`config.mk`:
```
export PLATFORM = sky130hd
export DESIGN_NAME = rgb_to_yuv_pipe
export DESIGN_NICKNAME = d
export VERILOG_FILES = /design/src/rtl/rgb_to_yuv_pipe.sv
export SDC_FILE = /design/constraint.sdc
export NUM_CORES = 2
export LEC_CHECK = 0
export ABC_AREA = 1
export BUFFER_PORTS_ARGS = -buffer_cell sky130_fd_sc_hd__clkbuf_2
export CAP_MARGIN = 20
export CELL_PAD_IN_SITES_DETAIL_PLACEMENT = 2
export CELL_PAD_IN_SITES_GLOBAL_PLACEMENT = 2
export CORE_MARGIN = 1
export CORE_UTILIZATION = 39
export CTS_BUF_LIST = sky130_fd_sc_hd__clkbuf_4 sky130_fd_sc_hd__clkbuf_8
export CTS_CLUSTER_SIZE = 25
export DETAILED_ROUTE_END_ITERATION = 6
export PLACE_DENSITY_LB_ADDON = 0.1
export RECOVER_POWER = 50
export SYNTH_ARGS = -nofsm -noshare
export SYNTH_HDL_FRONTEND = slang
export SYNTH_SLANG_ARGS = --single-unit
```
`constraint.sdc`:
```
create_clock -name clk -period 5.66 [get_ports clk]
set_clock_uncertainty 0.2 [all_clocks]
set_input_delay 0.283 -clock clk [delete_from_list [all_inputs] [get_ports clk]]
set_output_delay 0.283 -clock clk [all_outputs]
set_load 0.1 [all_outputs]
```
`src/rtl/rgb_to_yuv_pipe.sv`:
```
// rgb_to_yuv_pipe: pipelined RGB -> YUV converter with a reloadable signed
// 3x3 coefficient matrix, round-half-up, U/V mid-scale offset and one small
// FIFO per output plane so the Y, U and V sinks can stall independently.
//
// Build option: define RGB2YUV_SAT_EN to clamp outputs to [0, 2^OUT_W-1];
// otherwise the low OUT_W bits of the result are kept (wrap-around).
//
// state   | meaning
// --------+-------------------------------------------------------------
// ST_IDLE | no coefficient set loaded yet; pixels refused
// ST_RUN  | coefficients valid; pixels accepted while every FIFO has credit
module rgb_to_yuv_pipe #(
    parameter int CH_W       = 7,
    parameter int COEF_W     = 8,
    parameter int OUT_W      = 8,
    parameter int SHIFT      = 5,
    parameter int FIFO_DEPTH = 4
) (
    input  logic                  clk,
    input  logic                  rst,
    input  logic                  rgb_valid,
    output logic                  rgb_ready,
    input  logic [3*CH_W-1:0]     rgb_data,
    input  logic                  coeffs_valid,
    output logic                  coeffs_ready,
    input  logic [9*COEF_W-1:0]   coeffs_data,
    output logic                  y_valid,
    output logic                  u_valid,
    output logic                  v_valid,
    input  logic                  y_ready,
    input  logic                  u_ready,
    input  logic                  v_ready,
    output logic [OUT_W-1:0]      y_data,
    output logic [OUT_W-1:0]      u_data,
    output logic [OUT_W-1:0]      v_data
);

    localparam int ACC_W = COEF_W + CH_W + 3;
    localparam int RES_W = ACC_W + 1;
    localparam int PTR_W = $clog2(FIFO_DEPTH);
    localparam int CNT_W = PTR_W + 1;

    localparam logic signed [ACC_W-1:0] RND    = ACC_W'(2 ** (SHIFT - 1));
    localparam logic signed [RES_W-1:0] UV_OFF = RES_W'(2 ** (OUT_W - 1));
`ifdef RGB2YUV_SAT_EN
    localparam logic signed [RES_W-1:0] OUT_MAX = RES_W'(2 ** OUT_W - 1);
`endif

    typedef enum logic {ST_IDLE = 1'b0, ST_RUN = 1'b1} state_t;

    state_t                    state_q, state_d;
    logic [9*COEF_W-1:0]       coef_q;
    logic                      pix_acc;
    logic                      credit_ok;
    logic [CNT_W:0]            fill [3];

    logic signed [ACC_W-1:0]   prod_d [9];
    logic signed [ACC_W-1:0]   prod_q [9];
    logic                      s1_valid_q;

    logic signed [ACC_W-1:0]   acc_s2 [3];
    logic signed [ACC_W-1:0]   res_s2 [3];
    logic signed [RES_W-1:0]   val_s2 [3];
    logic [OUT_W-1:0]          out_d  [3];
    logic [OUT_W-1:0]          s2_data_q [3];
    logic                      s2_valid_q;

    logic [OUT_W-1:0]          mem_q [3][FIFO_DEPTH];
    logic [PTR_W-1:0]          wr_ptr_q [3];
    logic [PTR_W-1:0]          rd_ptr_q [3];
    logic [CNT_W-1:0]          cnt_q [3];
    logic                      sink_ready [3];
    logic                      pop [3];

    // Final clamp (saturating build) or plain truncation (wrapping build).
    function automatic logic [OUT_W-1:0] fit(input logic signed [RES_W-1:0] v);
`ifdef RGB2YUV_SAT_EN
        if (v < 0) return '0;
        if (v > OUT_MAX) return '1;
        return v[OUT_W-1:0];
`else
        return v[OUT_W-1:0];
`endif
    endfunction

    // FSM state register.
    always_ff @(posedge clk or negedge rst) begin
        if (!rst) state_q <= ST_IDLE;
        else      state_q <= state_d;
    end

    // Next state and handshake outputs; credit uses registered state only.
    always_comb begin
        state_d      = state_q;
        coeffs_ready = 1'b1;
        credit_ok    = 1'b1;
        for (int i = 0; i < 3; i++) begin
            fill[i] = (CNT_W + 1)'(cnt_q[i]) + (CNT_W + 1)'(s1_valid_q)
                    + (CNT_W + 1)'(s2_valid_q);
            if (fill[i] >= (CNT_W + 1)'(FIFO_DEPTH)) credit_ok = 1'b0;
        end
        rgb_ready = (state_q == ST_RUN) && credit_ok;
        if (state_q == ST_IDLE && coeffs_valid) state_d = ST_RUN;
        pix_acc = rgb_valid && rgb_ready;
    end

    // Coefficient store; a pixel accepted in the load cycle still sees the old set.
    always_ff @(posedge clk or negedge rst) begin
        if (!rst)              coef_q <= '0;
        else if (coeffs_valid) coef_q <= coeffs_data;
    end

    // Stage 1 operands: signed coefficient times zero-extended channel.
    always_comb begin
        for (int k = 0; k < 9; k++) begin
            prod_d[k] = ACC_W'($signed(coef_q[k*COEF_W +: COEF_W]))
                      * ACC_W'($signed({1'b0, rgb_data[(k % 3)*CH_W +: CH_W]}));
        end
    end

    // Stage 1 register: nine products.
    always_ff @(posedge clk or negedge rst) begin
        if (!rst) begin
            s1_valid_q <= 1'b0;
            prod_q     <= '{default: '0};
        end else begin
            s1_valid_q <= pix_acc;
            if (pix_acc) prod_q <= prod_d;
        end
    end

    // Stage 2 arithmetic: row sums, round-half-up, shift, U/V offset, clamp.
    always_comb begin
        for (int r = 0; r < 3; r++) begin
            acc_s2[r] = prod_q[3*r] + prod_q[3*r+1] + prod_q[3*r+2];
            res_s2[r] = (acc_s2[r] + RND) >>> SHIFT;
            val_s2[r] = RES_W'(res_s2[r]) + ((r != 0) ? UV_OFF : '0);
            out_d[r]  = fit(val_s2[r]);
        end
    end

    // Stage 2 register: finished Y/U/V samples.
    always_ff @(posedge clk or negedge rst) begin
        if (!rst) begin
            s2_valid_q <= 1'b0;
            s2_data_q  <= '{default: '0};
        end else begin
            s2_valid_q <= s1_valid_q;
            if (s1_valid_q) s2_data_q <= out_d;
        end
    end

    // Per-plane pop requests.
    always_comb begin
        sink_ready[0] = y_ready;
        sink_ready[1] = u_ready;
        sink_ready[2] = v_ready;
        for (int i = 0; i < 3; i++) pop[i] = sink_ready[i] && (cnt_q[i] != '0);
    end

    // FIFO storage; contents need no reset because outputs are gated by count.
    always_ff @(posedge clk) begin
        for (int i = 0; i < 3; i++) begin
            if (s2_valid_q) mem_q[i][wr_ptr_q[i]] <= s2_data_q[i];
        end
    end

    // FIFO pointers and occupancy; all three planes are pushed together.
    always_ff @(posedge clk or negedge rst) begin
        if (!rst) begin
            wr_ptr_q <= '{default: '0};
            rd_ptr_q <= '{default: '0};
            cnt_q    <= '{default: '0};
        end else begin
            for (int i = 0; i < 3; i++) begin
                if (s2_valid_q) wr_ptr_q[i] <= wr_ptr_q[i] + PTR_W'(1);
                if (pop[i])     rd_ptr_q[i] <= rd_ptr_q[i] + PTR_W'(1);
                if (s2_valid_q && !pop[i])      cnt_q[i] <= cnt_q[i] + CNT_W'(1);
                else if (!s2_valid_q && pop[i]) cnt_q[i] <= cnt_q[i] - CNT_W'(1);
            end
        end
    end

    assign y_valid = (cnt_q[0] != '0);
    assign u_valid = (cnt_q[1] != '0);
    assign v_valid = (cnt_q[2] != '0);
    assign y_data  = y_valid ? mem_q[0][rd_ptr_q[0]] : '0;
    assign u_data  = u_valid ? mem_q[1][rd_ptr_q[1]] : '0;
    assign v_data  = v_valid ? mem_q[2][rd_ptr_q[2]] : '0;

    // Credit accounting must make a push into a full FIFO impossible.
    for (genvar gi = 0; gi < 3; gi++) begin : g_no_overflow
        assert property (@(posedge clk) disable iff (!rst)
                         !(s2_valid_q && cnt_q[gi] == CNT_W'(FIFO_DEPTH)));
    end

endmodule
```
==> metrics <==
worst hold path type primary input to register; Worst Setup End Kind register; Switching Fraction 53.36%; non-filler instance count after layout 5,980; Starting Density 39.49%; Setup Buffers After CTS 0; initial antenna violation count 2; Final Hold Viols 0; Seq pwr share 21.7%; Nets 5,539; WL/cell 18.22 µm; clock tree from TritonCTS built; PwrDens 488.3 mW/mm²; DR DRC count 7; gpl congestion 0.8122; Die Ht 301.6 µm; GRT Total Usage 24.95%; TNS Setup 0 ns; post-route cell area 0.03886 mm²; vias in the first global route 34,110; kind of critical path primary input to register; total gr overflow 0; CP Launch Type primary input; row count 109; Peak supply drop 0.0002238 V; clock latency on the worst-skew pair 0.71 ns; combinational share of power 63.7%; H-tree depth 3; 1st-iter DRT viols 909; register area share after synthesis 25.18%; final wirelength 108,900 µm; post-synthesis instance total 4,624; Seq cells post-synth 333; RSZ-0062 raised after global routing false; first-pass GRT wire length 178,700 µm; Port Buffer Count 127; routed vias/inst 4.872; Lkg Pwr 23.04 nW; ys flop type dfrtp_1; crit path time final 4.593 ns; Layout area overhead 11.00%; Worst-Margin Slew 4.626 ns; asr flop ratio synth 71.17%; fin. max-slew vios 254; Post-Syn Nets 5,405; Fill cells 10,430; first-pass iteration count of the detailed router 6; clk root buf clkbuf_8; Worst Path Arrival 5.01 ns; post-route ant nets 0; Avg Cell Area, Syn 7.571 µm²; area of the multi-input gates 0.02100 mm²; Ys Warns 0; die area 0.09097 mm²; CP max FO 73; failing checks design-rule violations, max-capacitance violations, max-slew violations; IO Pins 129; clk slew on worst S/H paths 0.06 ns; ratio of cells with drive above 1 in the final layout 5.755%; net switching power 10.12 mW; pin count of the biggest net entering global routing 123; worst hold slack 0.07939 ns; f_max 0.2177 GHz; Netlist cell types 42; Synth Cell Area 0.03501 mm²; die width 301.6 µm; Power Internal 8.850 mW; core area 0.08865 mm²; Post-CTS Resized 0; clock share of power 14.6%; Inst Count DP 5,755; dpl hpwl 83,530 µm; detailed-route via count 29,130; clk sink count 333; status finished with violations; area taken by flip-flops and latches 0.008813 mm²; TritonCTS Buffers 68; Tcrit/Tclk final 81.14%; EDFF count, synth 96; Clock Tree Buf Depth 3; Max-Cap Viols 4; Placement Cell Area 0.03646 mm²; worst path required time 6.08 ns; Design Power 18.97 mW; Slew HR -208.4%; # setup viols final 0
-- per-stage QoR --
step,setup slack [ns],util [%]
floorplan,1.610,-
global placement,0.9376,41.13
detailed placement,0.8959,41.13
CTS,1.092,43.88
global route,0.4370,43.83
finish,1.067,43.83
-- worst max-delay path: stages --
cell and delay (ns):
clkbuf_1 0.57, clkinvlp_2 0.27, clkbuf_1 3.25, nand2_1 0.35, nand2_1 0.21
-- power groups by stage --
| stage | combinational [mW] | sequential (mW) | clock [mW] |
|---|---|---|---|
| floorplan | 9.15 | 3.58 | 0 |
| global placement | 11.5 | 4.14 | 0 |
| detailed placement | 12.1 | 4.18 | 0 |
| CTS | 12.3 | 4.14 | 2.86 |
| global route | 13.8 | 4.21 | 2.95 |
| finish | 12.1 | 4.12 | 2.77 |
-- final timing paths --
kind	cells after the start	slack [ns]	end	startpoint
setup reg to reg	17	1.10	prod_q[9]	coef_q[66]
hold reg to reg	2	0.27	state_q	state_q
setup / recovery	5	1.07	coef_q[37]	coeffs_valid
hold / removal	3	0.08	prod_q[54]	rgb_valid
max in group asynchronous	4	1.08	coef_q[54]	rst
min in group asynchronous	4	0.86	coef_q[70]	rst
-- timing repair --
item	CTS	global route
endpoints found under the setup margin	0	0
hold buffers	98	0
hold endpoints to repair	164	0
-- state kept, by name, indices dropped and copies added, names as in the netlist, 6 cells and up --
signal / flops
cnt_q: 9
coef_q: 72
mem_q: 96
prod_q: 117
rd_ptr_q: 6
s2_data_q: 24
wr_ptr_q: 6
-- cell usage after synthesis, types with 2 or more instances --
library cell  instances  area, µm²
nand3b_1             11      82.58
clkbuf_2             26      130.1
fa_1                369       7387
nor2_1              193      724.4
ha_1                312       3904
a21boi_0             11      82.58
o211ai_1              9      67.56
nand2_1            1464       5495
nor3_2                3      30.03
a31oi_1               5      31.28
xor2_1               32      280.3
xnor2_1              40      350.3
nand4_1               6      37.54
o21ai_0             113      565.5
buf_6                 2      22.52
buf_2                39      195.2
clkbuf_1             90      337.8
a21oi_1             112      560.5
nand3_1             162      810.8
o21bai_1              9      67.56
o21ai_1              59      295.3
inv_1              1170       4392
a21o_1                8      60.06
inv_2                 4      15.01
dfrtp_1             237       5931
buf_4                 9      67.56
or2_2                 2      12.51
nor3_1                7      35.03
edfxtp_1             96       2883
a21oi_2               3      26.28
buf_1                10      37.54
-- metal layers --
metal,GRT usage (%),vias to the layer above,share of wire [%]
met2,46.54,292,52
met3,2.529,131,2.2
li1,-,13860,-
met4,6.806,0,2.3
met1,30.20,14850,43
met5,0,-,0
-- layout by cell type (no fill, tap or decap), types with 2 or more instances in the layout --
cell / n
xor2_1: 32
nor2_1: 193
ha_1: 312
xnor2_1: 40
nand3_1: 162
fa_1: 369
a21o_1: 8
nand4_1: 6
clkbuf_2: 126
inv_1: 1170
dfrtp_1: 237
diode_2: 2
nand3b_1: 11
inv_6: 2
o21ai_0: 113
clkinv_1: 4
nor3_2: 3
a21oi_1: 112
nor3_1: 7
dlygate4sd3_1: 97
edfxtp_1: 96
buf_4: 11
a21oi_2: 3
clkbuf_4: 26
clkinv_2: 11
inv_2: 3
clkbuf_8: 73
clkinvlp_4: 5
o21bai_1: 9
a21boi_0: 11
o211ai_1: 9
or2_2: 2
o21ai_1: 59
a31oi_1: 5
clkbuf_1: 5
bufinv_16: 3
nand2_1: 1464
-- cells by family after synthesis --
kind of cell / after synthesis / synth area share, %
simple gates: 1853 / 20.76
other cells: 1 / 0.01071
xor+xnor: 72 / 1.801
compound gates: 333 / 5.136
flops: 333 / 25.18
fa+ha+maj: 681 / 32.25
buf+inv: 1351 / 14.86
-- layout make-up --
type | count | share of cell area [%]
Multi-Input combinational cell | 2940 | 54.05
Sequential cell | 333 | 22.68
Inverter | 1175 | 11.36
Timing Repair Buffer | 240 | 4.453
Tap cell | 1165 | 3.751
Clock buffer | 99 | 3.088
Clock inverter | 26 | 0.6118
Antenna cell | 2 | 0.01288
No activity file was read; power rests on OpenSTA's default activity.
